`src/rtl/instruction_fetch_unit_pkg.sv`:
```
// Shared definitions for the instruction fetch unit.
//   WORD_W / ADDR_W   : instruction word and word-address widths
//   RESET_PC_DEFAULT  : default first fetch address after reset
//   fetch_state_e     : fetch FSM encoding (REQ, WAIT, DROP)
package instruction_fetch_unit_pkg;

  localparam int WORD_W = 32;
  localparam int ADDR_W = 32;
  localparam logic [ADDR_W-1:0] RESET_PC_DEFAULT = 32'h0000_0000;

  // ST_REQ  : asking memory for the word at fetch_pc
  // ST_WAIT : one request granted, its data will be queued
  // ST_DROP : one request granted, its data will be thrown away
  typedef enum logic [1:0] {
    ST_REQ  = 2'd0,
    ST_WAIT = 2'd1,
    ST_DROP = 2'd2
  } fetch_state_e;

endpackage

```
`src/rtl/instruction_fetch_unit_fetch_queue.sv`:
```
// fetch_queue: synchronous FIFO of prefetched {pc, instr} entries.
//   clock, reset_n : clock, asynchronous active-low reset
//   push/push_data : write an entry (ignored when full unless popping too)
//   pop            : drop the head entry (ignored when empty)
//   flush          : empty the queue; wins over a same-cycle push
//   head_data      : current head entry (meaningless when empty)
//   full, empty    : occupancy flags
module fetch_queue #(
  parameter int DEPTH = 4,
  parameter int W     = 64
) (
  input  logic         clock,
  input  logic         reset_n,
  input  logic         push,
  input  logic [W-1:0] push_data,
  input  logic         pop,
  input  logic         flush,
  output logic [W-1:0] head_data,
  output logic         full,
  output logic         empty
);

  localparam int AW = (DEPTH > 1) ? $clog2(DEPTH) : 1;

  logic [W-1:0]  mem [DEPTH];
  logic [AW-1:0] wr_ptr;
  logic [AW-1:0] rd_ptr;
  logic [AW:0]   count;
  logic          do_push;
  logic          do_pop;

  assign full  = (count == (AW+1)'(DEPTH));
  assign empty = (count == '0);

  // A pop frees the slot the same-cycle push needs, so push+pop on a
  // full queue both go through and occupancy stays put.
  assign do_pop  = pop & ~empty;
  assign do_push = push & (~full | do_pop);

  assign head_data = mem[rd_ptr];

  // Pointers wrap naturally because DEPTH is a power of two.
  always_ff @(posedge clock or negedge reset_n) begin
    if (!reset_n) begin
      wr_ptr <= '0;
      rd_ptr <= '0;
      count  <= '0;
    end else if (flush) begin
      wr_ptr <= '0;
      rd_ptr <= '0;
      count  <= '0;
    end else begin
      if (do_push) wr_ptr <= wr_ptr + 1'b1;
      if (do_pop)  rd_ptr <= rd_ptr + 1'b1;
      count <= count + (AW+1)'(do_push) - (AW+1)'(do_pop);
    end
  end

  always_ff @(posedge clock) begin
    if (do_push && !flush) mem[wr_ptr] <= push_data;
  end

endmodule

```
`src/rtl/instruction_fetch_unit.sv`:
```
// instruction_fetch_unit: fetches sequential instruction words from memory
// into a small prefetch queue and presents them to the core in order.
//   clock, reset_n          : clock, asynchronous active-low reset
//   imem_req/addr/gnt       : request channel to instruction memory
//   imem_rvalid/rdata       : in-order read return (>=1 cycle after gnt)
//   redirect/redirect_pc    : control-flow change from the core
//   inst_valid/ready        : instruction handshake to the core
//   inst_data/inst_pc       : head instruction and its word address
//   fsm_state               : fetch FSM state (debug)
//
// Handshakes: a memory request transfers on a cycle with imem_req=1 and
// imem_gnt=1, and imem_addr holds while imem_req=1 and imem_gnt=0; an
// instruction transfers to the core on a cycle with inst_valid=1 and
// inst_ready=1, and inst_valid never depends on inst_ready.
module instruction_fetch_unit
  import instruction_fetch_unit_pkg::*;
#(
  parameter logic [ADDR_W-1:0] RESET_PC = RESET_PC_DEFAULT,
  parameter int                DEPTH    = 4
) (
  input  logic              clock,
  input  logic              reset_n,
  output logic              imem_req,
  output logic [ADDR_W-1:0] imem_addr,
  input  logic              imem_gnt,
  input  logic              imem_rvalid,
  input  logic [WORD_W-1:0] imem_rdata,
  input  logic              redirect,
  input  logic [ADDR_W-1:0] redirect_pc,
  output logic              inst_valid,
  input  logic              inst_ready,
  output logic [WORD_W-1:0] inst_data,
  output logic [ADDR_W-1:0] inst_pc,
  output fetch_state_e      fsm_state
);

  fetch_state_e                 state_q;
  fetch_state_e                 state_d;
  logic [ADDR_W-1:0]            fetch_pc_q;
  logic [ADDR_W-1:0]            fetch_pc_d;
  logic                         q_full;
  logic                         q_empty;
  logic                         q_push;
  logic                         q_pop;
  logic [ADDR_W+WORD_W-1:0]     q_head;
  logic                         gnt_taken;

  // reset_n gates the request so it is low throughout reset and rises in
  // the very first cycle after release.
  assign imem_req  = reset_n & (state_q == ST_REQ) & ~q_full;
  assign imem_addr = fetch_pc_q;
  assign gnt_taken = imem_req & imem_gnt;

  assign inst_valid = ~q_empty;
  assign q_pop      = inst_valid & inst_ready;
  // A redirect on the return cycle discards the word.
  assign q_push     = (state_q == ST_WAIT) & imem_rvalid & ~redirect;

  assign inst_pc   = q_empty ? '0 : q_head[ADDR_W+WORD_W-1:WORD_W];
  assign inst_data = q_empty ? '0 : q_head[WORD_W-1:0];
  assign fsm_state = state_q;

  always_comb begin
    state_d    = state_q;
    fetch_pc_d = fetch_pc_q;
    case (state_q)
      ST_REQ: begin
        if (gnt_taken) state_d = redirect ? ST_DROP : ST_WAIT;
      end
      ST_WAIT: begin
        if (redirect) begin
          state_d = imem_rvalid ? ST_REQ : ST_DROP;
        end else if (imem_rvalid) begin
          state_d    = ST_REQ;
          fetch_pc_d = fetch_pc_q + 1'b1;  // wraps FFFF_FFFF -> 0
        end
      end
      ST_DROP: begin
        if (imem_rvalid) state_d = ST_REQ;
      end
      default: state_d = ST_REQ;
    endcase
    // Redirect overrides any sequential advance in the same cycle.
    if (redirect) fetch_pc_d = redirect_pc;
  end

  always_ff @(posedge clock or negedge reset_n) begin
    if (!reset_n) begin
      state_q    <= ST_REQ;
      fetch_pc_q <= RESET_PC;
    end else begin
      state_q    <= state_d;
      fetch_pc_q <= fetch_pc_d;
    end
  end

  fetch_queue #(
    .DEPTH (DEPTH),
    .W     (ADDR_W + WORD_W)
  ) u_fetch_queue (
    .clock     (clock),
    .reset_n   (reset_n),
    .push      (q_push),
    .push_data ({fetch_pc_q, imem_rdata}),
    .pop       (q_pop),
    .flush     (redirect),
    .head_data (q_head),
    .full      (q_full),
    .empty     (q_empty)
  );

endmodule

```
`config.mk`:
```
export PLATFORM = sky130hd
export DESIGN_NAME = instruction_fetch_unit
export DESIGN_NICKNAME = d
export VERILOG_FILES = /design/src/rtl/instruction_fetch_unit_pkg.sv /design/src/rtl/instruction_fetch_unit_fetch_queue.sv /design/src/rtl/instruction_fetch_unit.sv
export SDC_FILE = /design/constraint.sdc
export NUM_CORES = 1
export LEC_CHECK = 0
export CAP_MARGIN = 15
export CORE_UTILIZATION = 59
export DETAILED_ROUTE_END_ITERATION = 10
export PLACE_DENSITY = 0.95
export REMOVE_ABC_BUFFERS = 1
export SYNTH_ARGS = -nofsm -noshare
export SYNTH_HDL_FRONTEND = slang
export SYNTH_SLANG_ARGS = --single-unit
```
`constraint.sdc`:
```
create_clock -name clock -period 8.7 [get_ports clock]
set_input_delay 1.74 -clock clock [delete_from_list [all_inputs] [get_ports clock]]
set_output_delay 1.74 -clock clock [all_outputs]
set_load 0.01 [all_outputs]
```
==> flow_summary_export.csv <==
group,metric,value,unit
setup_path,required,6.96,ns
setup_path,regToRegStartpoint,"fsm_state[1]$_DFFE_PN0P_",
synth,synth_seq_cells,297,
synth,synth_cells,694,
synth,yosysWarnings,0,
cts,numClockSinks,297,
cts,cts-resized-gates,0,
placement,placement.io_buffers,169,
cts,cts_tree,"done",
final_layout,nets,938,
floorplan,ios,170,
synth,synthDistinctLibCells,50,
floorplan,initial_utilization,60.1,%
sta,finalSetupViolCount,0,
global_route,grt_first_pass_wirelength,40.3,mm
global_route,grt_usage,25.2,%
synth,ys.flop_type,"edfxtp_1",
cts,post_cts_buffers,0,
drt,wl_per_cell,22.7,um
global_route,antenna_found_initial,0,
sta,fin_skew,0.0122,ns
cts,cts_buffer_depth,3,
setup_path,reg2reg_depth,3,
floorplan,num_rows,52,
sta,max_freq,197,MHz
setup_path,path_buf_inv,2,
setup_path,critPathSlowestCell,"buf_4",
cts,insertion_delay,0.53,ns
setup_path,crit_chain,"buf_4 -> mux4_2 -> and2_1 -> clkdlybuf4s50_1",
setup_path,worst-r2r-setup-slack,5.49,ns
power,power.leakage,4.87,nW
global_route,grt_pass1_vias,7150,
cts,holdBufCountCts,0,
synth,syn_avg_cell_area,17.5,um^2
placement,dp_hpwl,15.1,mm
sta,layout_setup_ws,3.62,ns
final_layout,diodes,0,
sta,worst_pin_slew,1.04,ns
hold_path,hold_depth,1,
setup_path,cpPeakStageDelay,0.86,ns
final_layout,multi_input_area,3270,um^2
floorplan,die_w,146,um
placement,routabilityCongestion,0.886,
cts,cts_max_level,1,
placement,pre_cts_ws,3.71,ns
setup_path,cpLargestDelayFamily,"buffers and inverters",
final_layout,synthToLayoutAreaGrowth,23.8,%
synth,yosysTopAreaCellShare,63.3,%
synth,synthArstFlopShare,13.8,%
final_layout,regArea,8720,um^2
sta,drv_slew,0,
final_layout,drive_gt1_share,14.5,%
floorplan,core,20200,um^2
synth,syn_area,12200,um^2
hold_path,hp-class,"register to register",
synth,synth_edf_count,256,
cts,cts_buffers,29,
drt,dr.pass1.iters,5,
synth,synth_common_cells,"edfxtp_1 (256), and2_1 (72), mux4_2 (64), dfrtp_1 (41), nor2_1 (32)",
drt,ant_nets,0,
drt,dr.first_iter.drc_count,656,
cts,clk_pin_slew_worst_paths,0.06,ns
sta,period_share,58.4,%
setup_path,endpoint_kind,"output port",
synth,ys_seq_area_share,71.7,%
sta,period_needed,5.08,ns
placement,dpl-instance-area,14100,um^2
global_route,grt_max_degree,66,
floorplan,die-area,21200,um^2
floorplan,die_h,146,um
cts,cts_root_buffer,"clkbuf_16",
setup_path,critPathKind,"register to output port",
hold_path,min_to,"u_fetch_queue.wr_ptr[0]$_DFFE_PN0P_",
job,cap_violations,0,
setup_path,worstPathMaxFanout,52,
drt,via_count,7035,
drt,via_per_inst,6.11,
global_route,grt_overflow,0,
drt,wl,26.2,mm
sta,rsz0062_at_grt,"no",
setup_path,arrival,3.34,ns
sta,hold_viol_final,0,
power,power_density,267,nW/um^2
sta,max_slew_margin,30.0,%
hold_path,hold_path.startpoint,"u_fetch_queue.wr_ptr[0]$_DFFE_PN0P_",
final_layout,fillers,1138,
final_layout,finalInstanceArea,15000,um^2
setup_path,r2r-end,"u_fetch_queue.mem[1][62]$_DFFE_PP_",
sta,tns,0,ns
drt,drc,0,
run_status,status,"finished, final reports clean",
synth,synthTopCellsByArea,"edfxtp_1 (63%), mux4_2 (12%), dfrtp_1 (8.4%)",
synth,synth_largest_area_cell,"edfxtp_1",
setup_path,start_kind,"register",
synth,yosysMostFrequentCell,"edfxtp_1",
power,vdd_drop_max,0.194,mV
==> routing by layer <==
| layer | part of all wire, % | GRT usage [%] |
|---|---|---|
| met4 | 1.5 | 4.74 |
| met1 | 41 | 35.7 |
| met3 | 8.0 | 3.98 |
| met2 | 50 | 42.2 |
| met5 | 0 | 0 |
==> cells by family after synthesis <==
group / share of synthesized area [%]
XOR/XNOR: 0.937
AO/OA/AOI/OAI: 2.96
flip-flops: 71.7
multiplexers: 12.1
AND/OR/NAND/NOR: 9.88
adder cells (fa/ha/maj): 0.885
buffers and inverters: 1.51
==> area by class of cell <==
| type | count | area share, % |
|---|---|---|
| flip-flops and latches | 297 | 58.0 |
| multi-input cells | 350 | 21.7 |
| repair buffers | 173 | 11.4 |
| clock buffers | 37 | 5.36 |
| well taps | 270 | 2.25 |
| clock inverters | 16 | 1.06 |
| inverters | 9 | 0.225 |
==> cells in the final DEF (no fill, tap or decap), types with 6 or more instances in the layout <==
master,count
edfxtp_1,256
clkdlybuf4s50_1,168
and2_1,68
mux4_2,64
dfrtp_1,39
nor2_1,32
nand2_1,29
clkbuf_16,29
a31oi_1,16
o21ai_0,14
nand4_1,12
or4_1,11
xnor2_1,10
nand3_1,10
nor4_1,10
o31ai_1,10
inv_1,8
ha_1,7
clkinv_2,6
==> flip-flops by register name, indices dropped and copies added (netlist names) <==
signal	flops
fsm_state	2
u_fetch_queue.mem	256
imem_addr	32
u_fetch_queue.rd_ptr	2
u_fetch_queue.count	3
u_fetch_queue.wr_ptr	2
==> report_power, final <==
group          internal (mW)  switching [mW]
registers               1.59          0.0872
logic                  0.632           0.463
clock network          0.741           0.510
==> worst max-delay path by stage <==
stage	start	end	slack, ns	cells past startpoint
6_report	u_fetch_queue.rd_ptr[0]$_DFFE_PN0P_	inst_pc[26]	3.62	4
4_1_cts	u_fetch_queue.rd_ptr[0]$_DFFE_PN0P_	inst_data[27]	3.50	4
3_3_place_gp	reset_n	imem_req	3.74	4
3_5_place_dp	reset_n	imem_req	3.71	4
2_1_floorplan	u_fetch_queue.rd_ptr[0]$_DFFE_PN0P_	inst_data[0]	3.52	2
5_1_grt	u_fetch_queue.rd_ptr[0]$_DFFE_PN0P_	inst_pc[24]	3.40	4
==> metrics by stage <==
step	std cells	hold WS [ns]	util [%]	power (mW)
finish	1152	0.549	74.3	4.02
global route	1152	0.592	74.3	4.17
CTS	1152	0.548	74.3	4.05
detailed placement	1099	0.536	69.6	2.81
global placement	1099	0.530	69.6	2.78
floorplan	656	0.503	-	2.25
Note: power is estimated with default switching activity, not from simulation.
